==> config.mk <==
export PLATFORM = sky130hd
export DESIGN_NAME = onehot_moore_seq
export DESIGN_NICKNAME = d
export VERILOG_FILES = /design/src/rtl/onehot_moore_seq.sv
export SDC_FILE = /design/constraint.sdc
export NUM_CORES = 1
export LEC_CHECK = 0
export CAP_MARGIN = 20
export CORE_ASPECT_RATIO = 0.75
export CORE_MARGIN = 3
export CORE_UTILIZATION = 49
export DETAILED_ROUTE_END_ITERATION = 7
export HOLD_SLACK_MARGIN = 0.02
export PLACE_DENSITY = 0.84
export SLEW_MARGIN = 5
export SYNTH_ARGS = -nofsm -noshare
export SYNTH_HDL_FRONTEND = slang
export SYNTH_SLANG_ARGS = --single-unit
==> constraint.sdc <==
create_clock -name clk -period 4.6 [get_ports clk]
set_input_delay 0.46 -clock clk [delete_from_list [all_inputs] [get_ports clk]]
set_output_delay 0.46 -clock clk [all_outputs]
set_load 0.05 [all_outputs]
==> src/rtl/onehot_moore_seq.sv <==
// One-hot Moore sequencer: per-stage advance/step-back qualifiers, table-driven
// Moore output, dwell timeout, illegal-encoding recovery and a wrap pulse.
module onehot_moore_seq #(
  parameter int                          N_STATES  = 4,
  parameter int                          OUT_W     = 2,
  parameter logic [N_STATES*OUT_W-1:0]   OUT_TABLE = 8'b11011001,
  parameter int                          CNT_W     = 8,
  parameter int                          TIMEOUT   = 10
) (
  input  logic                          clk,
  input  logic                          rst,
  input  logic                          en,
  input  logic                          clr,
  input  logic [N_STATES-1:0]           adv,
  input  logic [N_STATES-1:0]           back,
  input  logic                          err_clr,
  output logic [N_STATES-1:0]           state_oh,
  output logic [$clog2(N_STATES)-1:0]   state_idx,
  output logic [OUT_W-1:0]              z,
  output logic                          done,
  output logic [CNT_W-1:0]              dwell,
  output logic                          timeout_err,
  output logic                          illegal_err
);

  localparam int IDX_W = $clog2(N_STATES);
  localparam logic [N_STATES-1:0] STAGE0 = N_STATES'(1);
  localparam logic [CNT_W-1:0] TO_LAST = CNT_W'((TIMEOUT == 0) ? 0 : TIMEOUT - 1);

  typedef enum logic [2:0] {
    T_HOLD,
    T_ILLEGAL,
    T_CLR,
    T_ADV,
    T_BACK,
    T_TIMEOUT
  } trans_e;

  logic [N_STATES-1:0] state_q;
  logic [CNT_W-1:0]    dwell_q;
  logic                done_q;
  logic                to_err_q;
  logic                il_err_q;

  logic                legal;
  logic                adv_cur;
  logic                back_cur;
  logic                to_hit;
  trans_e              trans;

  function automatic logic [CNT_W-1:0] sat_inc(input logic [CNT_W-1:0] v);
    return (&v) ? v : v + 1'b1;
  endfunction

  // Exactly one bit set; anything else is an upset to be recovered from.
  assign legal = (state_q != '0) && ((state_q & (state_q - 1'b1)) == '0);

  always_comb begin
    state_idx = '0;
    if (legal) begin
      for (int i = 0; i < N_STATES; i++) begin
        if (state_q[i]) state_idx = IDX_W'(i);
      end
    end
  end

  assign z = legal ? OUT_TABLE[state_idx*OUT_W +: OUT_W] : '0;

  assign adv_cur  = |(adv & state_q);
  assign back_cur = |(back[N_STATES-1:1] & state_q[N_STATES-1:1]);
  assign to_hit   = (TIMEOUT != 0) && !state_q[0] && (dwell_q == TO_LAST);

  always_comb begin
    trans = T_HOLD;
    if (!legal)        trans = T_ILLEGAL;
    else if (clr)      trans = T_CLR;
    else if (adv_cur)  trans = T_ADV;
    else if (back_cur) trans = T_BACK;
    else if (to_hit)   trans = T_TIMEOUT;
  end

  always_ff @(posedge clk or negedge rst) begin
    if (!rst) begin
      state_q  <= STAGE0;
      dwell_q  <= '0;
      done_q   <= 1'b0;
      to_err_q <= 1'b0;
      il_err_q <= 1'b0;
    end else begin
      done_q <= 1'b0;
      if (en) begin
        case (trans)
          T_ILLEGAL, T_CLR, T_TIMEOUT: state_q <= STAGE0;
          T_ADV:  state_q <= {state_q[N_STATES-2:0], state_q[N_STATES-1]};
          T_BACK: state_q <= state_q >> 1;
          default: state_q <= state_q;
        endcase
        // Any transition, even clr re-entering stage 0, restarts the dwell count.
        dwell_q  <= (trans == T_HOLD) ? sat_inc(dwell_q) : '0;
        done_q   <= (trans == T_ADV) && state_q[N_STATES-1];
        to_err_q <= (trans == T_TIMEOUT) || (to_err_q && !err_clr);
        il_err_q <= (trans == T_ILLEGAL) || (il_err_q && !err_clr);
      end
    end
  end

  assign state_oh    = state_q;
  assign dwell       = dwell_q;
  assign done        = done_q;
  assign timeout_err = to_err_q;
  assign illegal_err = il_err_q;

endmodule

=== Word-level counts from Yosys, hierarchy flattened ===
Cells that the tools add are included.

* Register bits: 15
* Bits of input ports: 13
* Output and inout bits: 19
* Logic and storage cells: 51

* $add $sub $neg: 2
* Equality and inequality tests: 7
* Shifts and indexed selects: 1
* Muxes and demuxes: 14
* Bitwise gates (word level): 3
* Reduce and logical (&&, ||, !) cells: 19

{| class="wikitable"
|+ Operators with widths
! operator !! count
|-
| 8-bit two-way mux || 2
|-
| 3-bit two-way mux || 5
|-
| 4-bit case mux with 3 select lines || 1
|-
| 8-bit by 1-bit adder with 8-bit output (second input constant) || 1
|-
| 4-bit bitwise AND || 2
|-
| 8-bit by 4-bit equality test with 1-bit output (second input constant) || 1
|-
| 2-bit two-way mux || 4
|-
| 8-bit AND reduction || 1
|-
| 8-bit by 4-bit variable part select with 2-bit output (first input constant) || 1
|-
| 3-bit by 2-bit equality test with 1-bit output (second input constant) || 2
|-
| 3-bit equality test (second input constant) || 2
|-
| 3-bit OR reduction || 2
|-
| 1-bit logical AND || 5
|-
| 4-bit logical NOT || 1
|-
| 2-bit AND reduction || 2
|-
| 4-bit nonzero test || 1
|-
| 4-bit OR reduction || 1
|-
| 4-bit by 1-bit subtractor with 4-bit output (second input constant) || 1
|-
| 3-bit bitwise AND || 1
|-
| 3-bit by 1-bit equality test with 1-bit output (second input constant) || 1
|-
| 3-bit logical NOT || 1
|-
| 3-bit nonzero test || 1
|-
| 1-bit logical NOT || 2
|-
| 1-bit logical OR || 2
|-
| 2 further kinds || 3
|}

=== Longest topological paths before layout ===
Gate-level depths: netlist of run 1.

* Depth after elaboration: 11
* Depth in mapped cells: 7
* Gate-level depth less buffers: 6

=== Least setup slack after synthesis of run 1 ===
Ideal clock, no wire load.

* Path type: reg-to-output
* Start: register state_q[3], in the netlist state_oh[3]
* End: output port z[1]
* Data arrival time: 2.412 ns
* Required time: 4.140 ns
* Slack: 1.728 ns
* Cell stages (with the launch flop): 5
* Buffers on the path: 2
* Cells stage by stage: dfrtp_1 -> buf_6 -> xnor2_1 -> nor3_1 -> buf_4

* Longest elaborated chain between the ends: 7
* Elaborated cells on any way between the ends: 9
* Classes of those cells: add/sub (1); shift (1); mux (3); bitwise (1); reduce/logical (3)

{| class="wikitable"
|+ RTL lines
! element !! RTL line !! text
|-
| start: declaration || 39 || <nowiki>logic [N_STATES-1:0] state_q;</nowiki>
|-
| start signal: assignment || 94 || <nowiki>T_ADV: state_q <= {state_q[N_STATES-2:0], state_q[N_STATES-1]};</nowiki>
|-
| start signal: assignment || 95 || <nowiki>T_BACK: state_q <= state_q >> 1;</nowiki>
|-
| start signal: assignment || 96 || <nowiki>default: state_q <= state_q;</nowiki>
|-
| 4-bit by 1-bit subtractor with 4-bit output || 56 || <nowiki>assign legal = (state_q != '0) && ((state_q & (state_q - 1'b1)) == '0);</nowiki>
|-
| 4-bit bitwise AND || 56 ||
|-
| 4-bit logical NOT || 56 ||
|-
| 1-bit logical AND || 56 ||
|-
| 2-bit two-way mux * || 60 || <nowiki>if (legal) begin</nowiki>
|-
| named net state_idx[0] || 18 || <nowiki>output logic [$clog2(N_STATES)-1:0] state_idx,</nowiki>
|-
| 8-bit by 4-bit variable part select with 2-bit output * || 67 || <nowiki>assign z = legal ? OUT_TABLE[state_idx*OUT_W +: OUT_W] : '0;</nowiki>
|-
| 2-bit two-way mux * || 67 ||
|-
| end: declaration || 19 || <nowiki>output logic [OUT_W-1:0] z,</nowiki>
|}

The timed path passes the listed nets; every way through them passes the cells marked *.

=== Worst setup path in the final report of run 1 ===
* Start: register state_q[0], in the netlist state_oh[0]
* End: output port z[0]

* Longest elaborated chain between the ends: 7
* Elaborated cells on any way between the ends: 8
* Classes of those cells: add/sub (1); shift (1); mux (2); bitwise (1); reduce/logical (3)

{| class="wikitable"
|+ RTL lines
! element !! RTL line
|-
| 4-bit by 1-bit subtractor with 4-bit output || 56
|-
| 4-bit bitwise AND || 56
|-
| 4-bit logical NOT || 56
|-
| 1-bit logical AND * || 56
|-
| 2-bit two-way mux || 60
|-
| 8-bit by 4-bit variable part select with 2-bit output || 67
|-
| 2-bit two-way mux * || 67
|}

Mark *: on every way between the ends. The rest lies on a longest branch, timed or not.

==> metrics.log, run 1 <==
INFO  metric gate_count_post_synth = 114
INFO  metric synth_seq_cells = 15
INFO  metric regToRegStartpoint = state_oh[3]
INFO  metric clock_tree.root_cell = sky130_fd_sc_hd__clkbuf_4
INFO  metric maxClockFrequency = 388 MHz
INFO  metric grt_start_max_net_pins = 18
INFO  metric critPathLaunchType = flop
INFO  metric boundaryPins = 32
INFO  metric drc_violation_count_after_routing = 0
INFO  metric fraction_of_layout_cells_with_a_size_suffix_above_1 = 0.0857
INFO  metric end_kind = primary output
INFO  metric routedWlPerCell = 15.8 um
INFO  metric antenna_found_initial = 0
INFO  metric r2r_end = state_oh[2]
INFO  metric synth-edff-count = 0
INFO  metric track_usage = 0.215
INFO  metric clk_path_buf_depth = 2
INFO  metric final-setup-viol-count = 0
INFO  metric post-cts-setup-buffers = 0
INFO  metric power_leakage = 0.000517 uW
INFO  metric grt_pass1_wl = 4.33 mm
INFO  metric synthArstFlopShare = 1.00
INFO  metric groute.layer.met3.usage = 0.0623
INFO  metric critPathMaxFanout = 10
INFO  metric yosys.area.top_type_share = 0.344
INFO  metric share_of_synthesized_area_spent_on_multiplexers = 0.0331
INFO  metric first_pass_iters = 5
INFO  metric globalRoute.totalOverflow = 0
INFO  metric holdCritPathClass = flop to flop
INFO  metric ys_seq_area_frac = 0.369
INFO  metric status = finished clean
INFO  metric worst_ep_arrival_time = 2.12 ns
INFO  metric cts-hold-fix-buffers = 0
INFO  metric buffer_ports.inserted = 30
INFO  metric finalHoldViolCount = 0
INFO  metric cts-htree-levels = 1
INFO  metric placed_cells = 158
INFO  metric first_global_vias = 875
INFO  metric syn-mean-instance-area = 8.94 um2
INFO  metric swShare = 0.497
INFO  metric post_cts_resize_count = 0
INFO  metric row_count = 13
INFO  metric grt_util_met1 = 0.305
INFO  metric whs_path_depth = 1
INFO  metric finalCritPeriodShare = 0.560
INFO  metric synth_simple_gate_area_frac = 0.258
INFO  metric synthTopCellsByArea = sky130_fd_sc_hd__dfrtp_1, sky130_fd_sc_hd__nand2_1, sky130_fd_sc_hd__a21oi_1, sky130_fd_sc_hd__o21ai_0, sky130_fd_sc_hd__nor2_1
INFO  metric layout-area-overhead-vs-synth = 29.3%
INFO  metric finalInstanceArea = 1320 um2
INFO  metric p_switching = 319 uW
INFO  metric comb_power_share = 0.576
INFO  metric core_area = 1850 um2
INFO  metric yosys_warnings = 0
INFO  metric hold_path_end = timeout_err
INFO  metric power_frac_clock = 0.118
INFO  metric syn-cell-area = 1020 um2
INFO  metric dominant_combinational_cell_family_by_area_after_synthesis = simple AND/OR/NAND/NOR gates
INFO  metric total_negative_slack = 0 ns
INFO  metric p_int = 324 uW
INFO  metric layout.nets = 156
INFO  metric synthXorXnorAreaFrac = 0.0344
INFO  metric power_per_cell_area = 488 nW/um2
INFO  metric postPlaceCellArea = 1290 um2
INFO  metric final_period_demand_of_the_worst_path = 2.58 ns
INFO  metric place.detailed.hpwl = 1.92 mm
INFO  metric cts.sink_count = 15
INFO  metric gr-max-usage-layer = met2
INFO  metric stdcell_count = 162
INFO  metric regToRegSetupSlack = 2.29 ns
INFO  metric final_core_utilization = 0.711
INFO  metric maxCapViolations = 0
INFO  metric cts_tree = built
INFO  metric yosys_most_used_dff = sky130_fd_sc_hd__dfrtp_1
INFO  metric drt_iter0_markers = 42
INFO  metric tritoncts.num_buffers = 3
INFO  metric worst_setup_path_type = flop to primary output
INFO  metric dieHeight = 45.5 um
INFO  metric finalClockSkew = 0.00254 ns
INFO  metric post-synth-top-area-cell = sky130_fd_sc_hd__dfrtp_1
INFO  metric tightest_slew = 0.663 ns
INFO  metric antennaDiodeCount = 0
INFO  metric power.ir.vdd_worst = 0.544 mV
INFO  metric initial_utilization = 0.550
INFO  metric grt_setup_unrepaired = false
INFO  metric gp_congestion = 0.889
INFO  metric pwr-share-seq = 0.307
INFO  metric minimum_hold_slack = 0.516 ns
INFO  metric syn-num-nets = 129
INFO  metric path_clk_slew = 0.09 ns
INFO  metric timing.slew.headroom = 0.556
INFO  metric synth-compound-area-share = 0.216
INFO  metric worst_ep_required_time = 4.14 ns
INFO  metric drt.antenna.violating_nets = 0
INFO  metric design.die.area = 2670 um2
INFO  metric synth_fa_ha_area_frac = 0.0245
INFO  metric synth_cell_types = 39
INFO  metric min-delay-start = timeout_err
INFO  metric avgViaCountPerCell = 6.06
INFO  metric worstSkewPairLatency = 0.29 ns
INFO  metric route.final.wire_length = 2.56 mm
INFO  metric die_width = 58.7 um
INFO  metric reg2reg_depth = 5
INFO  metric met2_usage = 0.325
INFO  metric final-max-slew-violation-count = 0
INFO  metric routed_via_count = 982
layout make-up:
class                   instances  area (um2)
flip-flops and latches         15         377
repair buffers                 30         300
inverters                       3        11.3
clock buffers                   4        26.3
multi-input cells              88         577
well taps                      22        27.5
fillers                       156         536
through the flow:
stage	total power (uW)	setup WS, ns
floorplan	472	1.73
global placement	558	2.07
detailed placement	567	2.03
CTS	646	2.02
global route	680	1.90
finish	643	2.02
power by group through the flow:
stage                     Combinational [uW]  Clock, uW  Sequential (uW)
after detailed placement                 367          0              200
after global routing                     395       83.0              203
after global placement                   360          0              197
final                                    370       75.8              197
after CTS                                370       78.8              197
after floorplan                          227          0              245
flip-flops by register name, summed over array words and instances (netlist names):
name,cells
timeout_err,1
done,1
state_oh,4
dwell,8
illegal_err,1
Yosys cell counts, types with 2 or more instances:
| library cell | n |
|---|---|
| sky130_fd_sc_hd__xnor2_1 | 2 |
| sky130_fd_sc_hd__dfrtp_1 | 14 |
| sky130_fd_sc_hd__o21ai_0 | 7 |
| sky130_fd_sc_hd__or3_1 | 2 |
| sky130_fd_sc_hd__buf_4 | 2 |
| sky130_fd_sc_hd__a2bb2oi_2 | 2 |
| sky130_fd_sc_hd__o31ai_1 | 2 |
| sky130_fd_sc_hd__a21oi_1 | 7 |
| sky130_fd_sc_hd__nor3_1 | 4 |
| sky130_fd_sc_hd__a31oi_1 | 2 |
| sky130_fd_sc_hd__and2_1 | 3 |
| sky130_fd_sc_hd__a22o_1 | 2 |
| sky130_fd_sc_hd__nand4_1 | 2 |
| sky130_fd_sc_hd__nor2_1 | 9 |
| sky130_fd_sc_hd__clkbuf_1 | 2 |
| sky130_fd_sc_hd__and4_1 | 2 |
| sky130_fd_sc_hd__a22oi_1 | 3 |
| sky130_fd_sc_hd__inv_1 | 3 |
| sky130_fd_sc_hd__buf_2 | 2 |
| sky130_fd_sc_hd__xor2_1 | 2 |
| sky130_fd_sc_hd__buf_6 | 2 |
| sky130_fd_sc_hd__nand3_1 | 4 |
| sky130_fd_sc_hd__nand2_1 | 14 |
| sky130_fd_sc_hd__a21o_1 | 2 |
| sky130_fd_sc_hd__mux2_2 | 3 |
| sky130_fd_sc_hd__ha_1 | 2 |
worst max path at each step:
stage          slack [ns]     endpoint   startpoint
2_1_floorplan        1.73         z[1]  state_oh[3]
3_3_place_gp         2.07  state_oh[1]       adv[2]
3_5_place_dp         2.03  state_oh[2]       adv[2]
4_1_cts              2.02         z[0]  state_oh[0]
5_1_grt              1.90         z[1]  state_oh[3]
6_report             2.02         z[0]  state_oh[0]
logic make-up after synthesis:
group,count (synthesis)
AO/OA/AOI/OAI,31
XOR/XNOR,4
adder cells (fa/ha/maj),2
buffers and inverters,11
flip-flops,15
multiplexers,3
AND/OR/NAND/NOR,48
worst max-delay path, cell delays in order (launching register included):
cell and delay, ns:
sky130_fd_sc_hd__dfstp_2 0.65, sky130_fd_sc_hd__xor2_1 0.16, sky130_fd_sc_hd__o21ai_0 0.09, sky130_fd_sc_hd__nor2_1 0.11, sky130_fd_sc_hd__clkdlybuf4s50_1 0.82
cell usage in the layout, fill, tap and decap left out, types with 2 or more instances in the layout:
| cell | instances |
|---|---|
| sky130_fd_sc_hd__a21o_1 | 2 |
| sky130_fd_sc_hd__a21oi_1 | 7 |
| sky130_fd_sc_hd__a22o_1 | 2 |
| sky130_fd_sc_hd__a22oi_1 | 3 |
| sky130_fd_sc_hd__a2bb2oi_2 | 2 |
| sky130_fd_sc_hd__a31oi_1 | 2 |
| sky130_fd_sc_hd__and2_1 | 3 |
| sky130_fd_sc_hd__and4_1 | 2 |
| sky130_fd_sc_hd__clkbuf_4 | 3 |
| sky130_fd_sc_hd__clkdlybuf4s50_1 | 30 |
| sky130_fd_sc_hd__dfrtp_1 | 14 |
| sky130_fd_sc_hd__ha_1 | 2 |
| sky130_fd_sc_hd__inv_1 | 3 |
| sky130_fd_sc_hd__mux2_2 | 3 |
| sky130_fd_sc_hd__nand2_1 | 14 |
| sky130_fd_sc_hd__nand3_1 | 4 |
| sky130_fd_sc_hd__nand4_1 | 2 |
| sky130_fd_sc_hd__nor2_1 | 9 |
| sky130_fd_sc_hd__nor3_1 | 4 |
| sky130_fd_sc_hd__o21ai_0 | 7 |
| sky130_fd_sc_hd__o31ai_1 | 2 |
| sky130_fd_sc_hd__or3_1 | 2 |
| sky130_fd_sc_hd__xnor2_1 | 2 |
| sky130_fd_sc_hd__xor2_1 | 2 |
per-layer routing:
layer	vias up	share of wire	wire, um
li1	471	-	-
met1	450	0.45	1140
met2	57	0.46	1190
met3	4	0.082	210
met4	0	0.0063	16
met5	-	0	0
Note: power is estimated with default switching activity, not from simulation.
==> run 2, diff against run 1 <==
--- a/config.mk
+++ b/config.mk
@@ -8,10 +8,10 @@
 export CAP_MARGIN = 20
 export CORE_ASPECT_RATIO = 0.75
 export CORE_MARGIN = 3
-export CORE_UTILIZATION = 49
+export CORE_UTILIZATION = 41
 export DETAILED_ROUTE_END_ITERATION = 7
 export HOLD_SLACK_MARGIN = 0.02
-export PLACE_DENSITY = 0.84
+export PLACE_DENSITY = 0.75
 export SLEW_MARGIN = 5
 export SYNTH_ARGS = -nofsm -noshare
 export SYNTH_HDL_FRONTEND = slang
==> constraint.sdc (replaced) <==
create_clock -name clk -period 2.22 [get_ports clk]
set_input_delay 0.222 -clock clk [delete_from_list [all_inputs] [get_ports clk]]
set_output_delay 0.222 -clock clk [all_outputs]
set_load 0.05 [all_outputs]
==> run 2 against run 1 <==
Net effect:
- global-route usage down 4.1 points
- critical path type is now flop to flop
- highest routed layer is now met3
- critical endpoint is now state_oh[2]
- clock-buffer cell count unchanged
- clock power grew 100%
==> metrics.log, run 2 (synthesized netlist as in run 1, its figures left out) <==
INFO  metric final_period_demand_of_the_worst_path = 2.08 ns
INFO  metric worst_ep_required_time = 2.39 ns (-1.75 ns)
INFO  metric die_width = 63.6 um (+8.4%)
INFO  metric pwr-share-seq = 0.294 (-0.013)
INFO  metric register_area = 380 um2 (+1.0%)
INFO  metric critical_path_cell_by_cell = xor2_1 > a2bb2oi_2 > or3_1 > nand2_2 > mux2_2
INFO  metric final-max-slew-violation-count = 0 (unchanged)
INFO  metric critPathLaunchType = flop
INFO  metric comb_power_share = 0.595 (+0.019)
INFO  metric maxClockFrequency = 480 MHz
INFO  metric power = 1400 uW (+120%)
INFO  metric buffer_ports.inserted = 30 (unchanged)
INFO  metric first_pass_iters = 4 (-1)
INFO  metric clock_tree.root_cell = sky130_fd_sc_hd__clkbuf_4
INFO  metric route.final.wire_length = 2.58 mm (+0.98%)
INFO  metric maxCapViolations = 0 (unchanged)
INFO  metric swShare = 0.483 (-0.0138)
INFO  metric core_area = 2170 um2 (+17%)
INFO  metric boundaryPins = 32 (unchanged)
INFO  metric multi_input_area = 584 um2 (+1.3%)
INFO  metric power_frac_clock = 0.111 (-0.007)
INFO  metric worst_ep_arrival_time = 2.25 ns (+0.13 ns)
INFO  metric row_count = 14 (+1)
INFO  metric tightest_slew = 0.661 ns (-0.00271 ns)
INFO  metric finalClockSkew = 0.00844 ns (+0.00590 ns)
INFO  metric finalCritPeriodShare = 0.938
INFO  metric worstSkewPairLatency = 0.28 ns (about the same)
INFO  metric power.ir.vdd_worst = 0.488 mV (-10%)
INFO  metric final-setup-viol-count = 0 (unchanged)
INFO  metric clk_path_buf_depth = 2 (unchanged)
INFO  metric globalRoute.totalOverflow = 0 (unchanged)
INFO  metric grt_start_max_net_pins = 16 (-2)
INFO  metric power_per_cell_area = 1000 nW/um2 (+110%)
INFO  metric fill_cells = 202 (+29%)
INFO  metric total_negative_slack = 0 ns (unchanged)
INFO  metric fraction_of_layout_cells_with_a_size_suffix_above_1 = 0.177 (+0.0912)
INFO  metric stdcell_count = 179 (+10%)
INFO  metric timing.slew.headroom = 0.558 (+0.00181)
INFO  metric drt_iter0_markers = 34 (-19%)
INFO  metric end_kind = flop
INFO  metric antenna_found_initial = 0 (unchanged)
INFO  metric antennaDiodeCount = 0 (unchanged)
INFO  metric finalHoldViolCount = 0 (unchanged)
INFO  metric p_int = 723 uW (+120%)
INFO  metric routedWlPerCell = 14.4 um (-8.6%)
INFO  metric placed_cells = 175 (+11%)
INFO  metric status = finished clean
INFO  metric final_common_cell = sky130_fd_sc_hd__clkdlybuf4s50_1
INFO  metric tritoncts.num_buffers = 3 (unchanged)
INFO  metric routed_via_count = 990 (+0.81%)
INFO  metric cts-htree-levels = 1 (unchanged)
INFO  metric grt_pass1_wl = 4.33 mm (+0.16%)
INFO  metric design.die.area = 3130 um2 (+17%)
INFO  metric mostFrequentLayoutCells = sky130_fd_sc_hd__clkdlybuf4s50_1, sky130_fd_sc_hd__nand2_1, sky130_fd_sc_hd__dfrtp_1, sky130_fd_sc_hd__nor2_1, sky130_fd_sc_hd__buf_4
INFO  metric drt.antenna.violating_nets = 0 (unchanged)
INFO  metric critPathMaxFanout = 10 (unchanged)
INFO  metric gp_congestion = 0.905 (+1.7%)
INFO  metric grt_setup_unrepaired = false
INFO  metric largest_stage_delay_on_the_critical_path = 0.65 ns (-0.17 ns)
INFO  metric track_usage = 0.175 (-0.0409)
INFO  metric place.detailed.hpwl = 2.03 mm (+5.8%)
INFO  metric worst_setup_path_type = flop to flop
INFO  metric crit_slowest_cell = sky130_fd_sc_hd__dfstp_2
INFO  metric largest_reg_flops = 8 (unchanged)
INFO  metric layout.nets = 163 (+4.5%)
INFO  metric holdCritPathClass = input port to async pin
INFO  metric initial_utilization = 0.469 (-0.0805)
INFO  metric drc_violation_count_after_routing = 0 (unchanged)
INFO  metric cts-hold-fix-buffers = 0 (unchanged)
INFO  metric cts_tree = built
INFO  metric path_clk_slew = 0.09 ns (about the same)
INFO  metric cts.sink_count = 15 (unchanged)
INFO  metric p_switching = 675 uW (+110%)
INFO  metric avgViaCountPerCell = 5.53 (-8.8%)
INFO  metric critical_path.top_delay_family = flip-flops
INFO  metric cp.buffers_inverters = 0 (-1)
INFO  metric dieHeight = 49.2 um (+8.1%)
INFO  metric first_global_vias = 890 (+1.7%)
INFO  metric layout-area-overhead-vs-synth = 36.8%
INFO  metric power_leakage = 0.000588 uW (+14%)
-- run 2: layout make-up --
class | count | share of cell area
multi-input combinational | 88 | 0.419
sequential | 15 | 0.273
timing repair buffer | 37 | 0.253
tap | 32 | 0.0287
clock buffer | 4 | 0.0188
inverter | 3 | 0.00807
-- run 2: power groups by stage --
stage	Sequential, uW	Combinational, uW	Clock [uW]
4_1_cts	411	832	159
5_1_grt	422	889	170
3_5_place_dp	415	826	0
2_1_floorplan	510	477	0
3_3_place_gp	412	813	0
6_report	411	832	155
-- run 2: worst register-to-register path, delay by kind of cell, from the launching register on --
family           cells  cell delay [ns]
XOR/XNOR             1             0.20
multiplexers         1             0.34
AND/OR/NAND/NOR      2             0.65
AO/OA/AOI/OAI        1             0.13
flip-flops           1             0.65
-- run 2: repair_timing --
action,4_1_cts,5_1_grt
endpoints found under the setup margin,0,2
setup buffers,0,0
gates resized for setup,0,2
-- run 2: per-layer routing --
layer | GRT usage | routed length, um
met1 | 0.257 | 1280
met2 | 0.258 | 1160
met3 | 0.0507 | 141
met4 | 0.0215 | 0
met5 | 0 | 0
-- run 2: through the flow --
| stage | setup WS (ns) | cell area, um2 | hold slack (ns) | util |
|---|---|---|---|---|
| floorplan | 0.0286 | 1030 | -0.0736 | - |
| global placement | 0.117 | 1360 | 0.491 | 0.628 |
| detailed placement | 0.0828 | 1360 | 0.491 | 0.628 |
| CTS | 0.00623 | 1390 | 0.354 | 0.640 |
| global route | 0.0206 | 1400 | 0.372 | 0.642 |
| finish | 0.138 | 1400 | 0.333 | 0.642 |
-- run 2: path summary, 6_finish.rpt --
| kind | from | to | slack, ns | depth (start not counted) |
|---|---|---|---|---|
| min in group clk | illegal_err | illegal_err | 0.52 | 1 |
| setup / recovery | state_oh[0] | state_oh[2] | 0.14 | 5 |
| hold reg to reg | illegal_err | illegal_err | 0.52 | 1 |
| max in group asynchronous | rst | state_oh[3] | 1.42 | 1 |
| setup reg to reg | state_oh[0] | state_oh[2] | 0.14 | 5 |
| hold / removal | rst | dwell[0] | 0.33 | 1 |
==> RTL edit 1 (flow settings as in run 2) <==
Set the parameter `OUT_W` to 4 (it was 2).
--- a/src/rtl/onehot_moore_seq.sv
+++ b/src/rtl/onehot_moore_seq.sv
@@ -2,7 +2,7 @@
 // Moore output, dwell timeout, illegal-encoding recovery and a wrap pulse.
 module onehot_moore_seq #(
   parameter int                          N_STATES  = 4,
-  parameter int                          OUT_W     = 2,
+  parameter int                          OUT_W     = 4,
   parameter logic [N_STATES*OUT_W-1:0]   OUT_TABLE = 8'b11011001,
   parameter int                          CNT_W     = 8,
   parameter int                          TIMEOUT   = 10
Ports: changed (resized z); port bits go from 32 to 34. The function was not compared with the original's and may differ.
==> RTL edit 1 against run 2 <==
Setup slack got worse by 0.026 ns. Global-route usage increased by 1.4 points. Sequential cell count unchanged. Largest cell class unchanged. Total power decreased by 1.2%. Sequential share of layout area increased by 0.73 points. Design area decreased by 2.6%. Maximum frequency decreased by 1.2%. Combinational power about the same. Hold slack improved by 0.0041 ns. Synthesized area decreased by 5.6%. Wire length decreased by 3.4%.
==> RTL edit 1: results (changes against run 2) <==
metric,value,unit,change
met2_usage,0.2777,,+0.01943
critPathLaunch,state_oh[3],,
synthMuxAreaShare,0.01560,,-0.01752
multi_input_cells,80,,-9.1%
r2r_start,state_oh[1],,
synth_cell_types,38,,-2.6%
status,finished clean,,
port_buffers,31,,+3.3%
synth_xor_area_frac,0.02731,,-0.007048
synthTopCellsByArea,"dfrtp_1, o21ai_0, and4_1",,
vias_per_cell,5.684,,+2.8%
power_switching,0.6814,mW,+0.91%
multi_input_area_share,0.3923,,-0.02657
track_usage,0.1884,,+0.01384
grt_pass1_vias,854,,-4.0%
regToRegSetupSlack,0.22,ns,+0.08 ns
max_stage_delay,0.82,ns,+0.17 ns
peakVddDrop,561.7,uV,+15%
drt-wirelength-per-cell,14.34,um,-0.63%
cp_slowest_cell,clkdlybuf4s50_1,,
crit_end,state_idx[0],,
cp_top_family,buffers and inverters,,
die_area,2970,um^2,-5.0%
met3_usage,0.04852,,-0.002174
fin_skew,0.005370,ns,-0.003069 ns
placed_area,1333,um^2,-2.3%
hpwl,1910,um,-6.0%
grt_use_met1,0.2553,,-0.001453
## RTL edit 1: power groups by stage
stage	Combinational [mW]	Clock, mW	Sequential (mW)
after floorplan	0.516	0	0.487
after global placement	0.823	0	0.394
after detailed placement	0.832	0	0.396
after CTS	0.835	0.159	0.391
after global routing	0.886	0.169	0.402
final	0.835	0.154	0.392
## RTL edit 1: stage by stage
stage	util	setup slack, ns	std cells	total power [mW]	hold WS [ns]
floorplan	-	0.02804	106	1.003	-0.07359
finish	0.6411	0.1116	174	1.381	0.3367
global placement	0.6287	0.1207	170	1.217	0.4513
detailed placement	0.6287	0.07577	170	1.228	0.4622
CTS	0.6411	0.09712	174	1.385	0.3459
global route	0.6411	0.05574	174	1.458	0.3705
## RTL edit 1: routing by layer
layer | vias up | wire length [um]
li1 | 464 | -
met1 | 475 | 1104
met2 | 44 | 1178
met3 | 6 | 166
met4 | 0 | 47
met5 | - | 0
==> RTL edit 2 (flow settings as in run 2) <==
Without the edit above. Put one more register stage on the output `timeout_err`, cleared by the reset. The value now appears one clock later. The other outputs are not delayed to match.
--- a/src/rtl/onehot_moore_seq.sv
+++ b/src/rtl/onehot_moore_seq.sv
@@ -107,7 +107,13 @@
   assign state_oh    = state_q;
   assign dwell       = dwell_q;
   assign done        = done_q;
-  assign timeout_err = to_err_q;
+  always_ff @(posedge clk or negedge rst) begin
+    if (!rst) begin
+      timeout_err <= '0;
+    end else begin
+      timeout_err <= to_err_q;
+    end
+  end
   assign illegal_err = il_err_q;
 
 endmodule
Behaviour: no difference found for any inputs over 10 cycles, from zero or initial values and one cycle with rst low; that may be too few to reach the edited logic, so the function may still have changed.
==> RTL edit 2 against run 2 <==
Synthesized area grew 2.5%. Total power grew 4.9%. Die area up 2.2%. Sequential power increased by 6.3%. Sequential cell count rose by 1. Wire length up 1.7%. Highest routed layer is now met4. Combinational power rose by 1%. Critical endpoint is now state_oh[1]. Count of clock-buffer cells in the layout did not move. Synthesized cell count grew 0.88%. Design area increased by 3.7%. Global-route usage grew 0.21 points. Setup slack worse by 0.046 ns.
==> RTL edit 2: results (changes against run 2) <==
metric,value,unit,change
synthTopCellsByArea,"dfrtp_1, nand2_1, a21oi_1",,
grt_use_met1,0.2482,,-0.008531
status,finished clean,,
cts_root_buf,clkbuf_4,,
track_usage,0.1766,,+0.002064
hpwl,1967,um,-3.2%
grt_max_degree,17,,+1
fin_skew,0.005006,ns,-0.003433 ns
buffers_excl_clock,35,,-5.4%
timing.rr.end,state_oh[1],,
port_buffers,30,,unchanged
nFillCells,221,,+9.4%
synth_area_per_cell,9.085,um^2,+1.6%
regToRegSetupSlack,0.09,ns,-0.05 ns
numClockSinks,16,,+1
clk_transition_reported_paths,0.09,ns,about the same
cp_slowest_cell,dfstp_2,,
worst_pin_slew,0.7158,ns,+0.05525 ns
cts_buffer_depth,2,,unchanged
synth_nets,130,,+0.78%
max_stage_delay,0.67,ns,+0.02 ns
post_cts_resized,0,,unchanged
ys_top_cells_by_count,"dfrtp_1, nand2_1, nor2_1",,
highest_layer,met4,,
buf_share,0.2336,,-0.01935
nets,162,,-0.61%
finalWirelength,2629,um,+1.7%
grt_pass1_vias,966,,+8.5%
p_leak,0.6026,nW,+2.6%
met3_usage,0.04100,,-0.009689
vias_per_cell,5.567,,+0.65%
arrival,2.30,ns,+0.05 ns
worst_skew_pair.late_latency,0.29,ns,
clkCellAreaFrac,0.02509,,+0.006252
drive_gt1_frac,0.1918,,+0.01491
seq_power_share,0.298,,+0.004
multiInputGateArea,613.1,um^2,+4.9%
gp_congestion,0.8601,,-4.9%
yosysWarnings,0,,unchanged
cp-start-kind,register,,
drtIter0Drc,31,,-8.8%
wl_met3,192,um,+36%
met2_usage,0.2705,,+0.01232
p_comb_frac,0.573,,-0.022
power_switching,0.6934,mW,+2.7%
wl_met1,1190,um,-7.0%
sh_seq_area,0.2803,,+0.007631
vias,1002,,+1.2%
grt_pass1_wl,4464,um,+3.0%
nClkBuffers,4,,unchanged
yosysSeqAreaShare,0.3844,,+0.01511
inverters,3,,unchanged
peakVddDrop,647.4,uV,+33%
r2r_cells,5,,unchanged
wl_met2,1225,um,+5.3%
end_kind,register,,
RTL edit 2: changes by cell type after synthesis, sizes merged:
cell and change:
dfrtp +1
RTL edit 2: kinds of logic after synthesis:
group / count (synthesis) / synth area share
AO/OA/AOI/OAI: 31 / 0.2108
XOR/XNOR: 4 / 0.03354
adder cells (fa/ha/maj): 2 / 0.02395
buffers and inverters: 11 / 0.06347
flip-flops: 16 / 0.3844
multiplexers: 3 / 0.03233
AND/OR/NAND/NOR: 48 / 0.2515
RTL edit 2: through the flow:
step | total power, mW | setup WS (ns) | instance area (um^2) | hold slack, ns
final | 1.467 | 0.09245 | 1446 | 0.3549
after global routing | 1.563 | -0.003403 | 1446 | 0.3735
after CTS | 1.418 | 0.03534 | 1413 | 0.3698
after detailed placement | 1.224 | 0.07381 | 1376 | 0.3734
after global placement | 1.205 | 0.1088 | 1376 | 0.3766
after floorplan | 1.005 | 0.02861 | 1056 | -0.07359
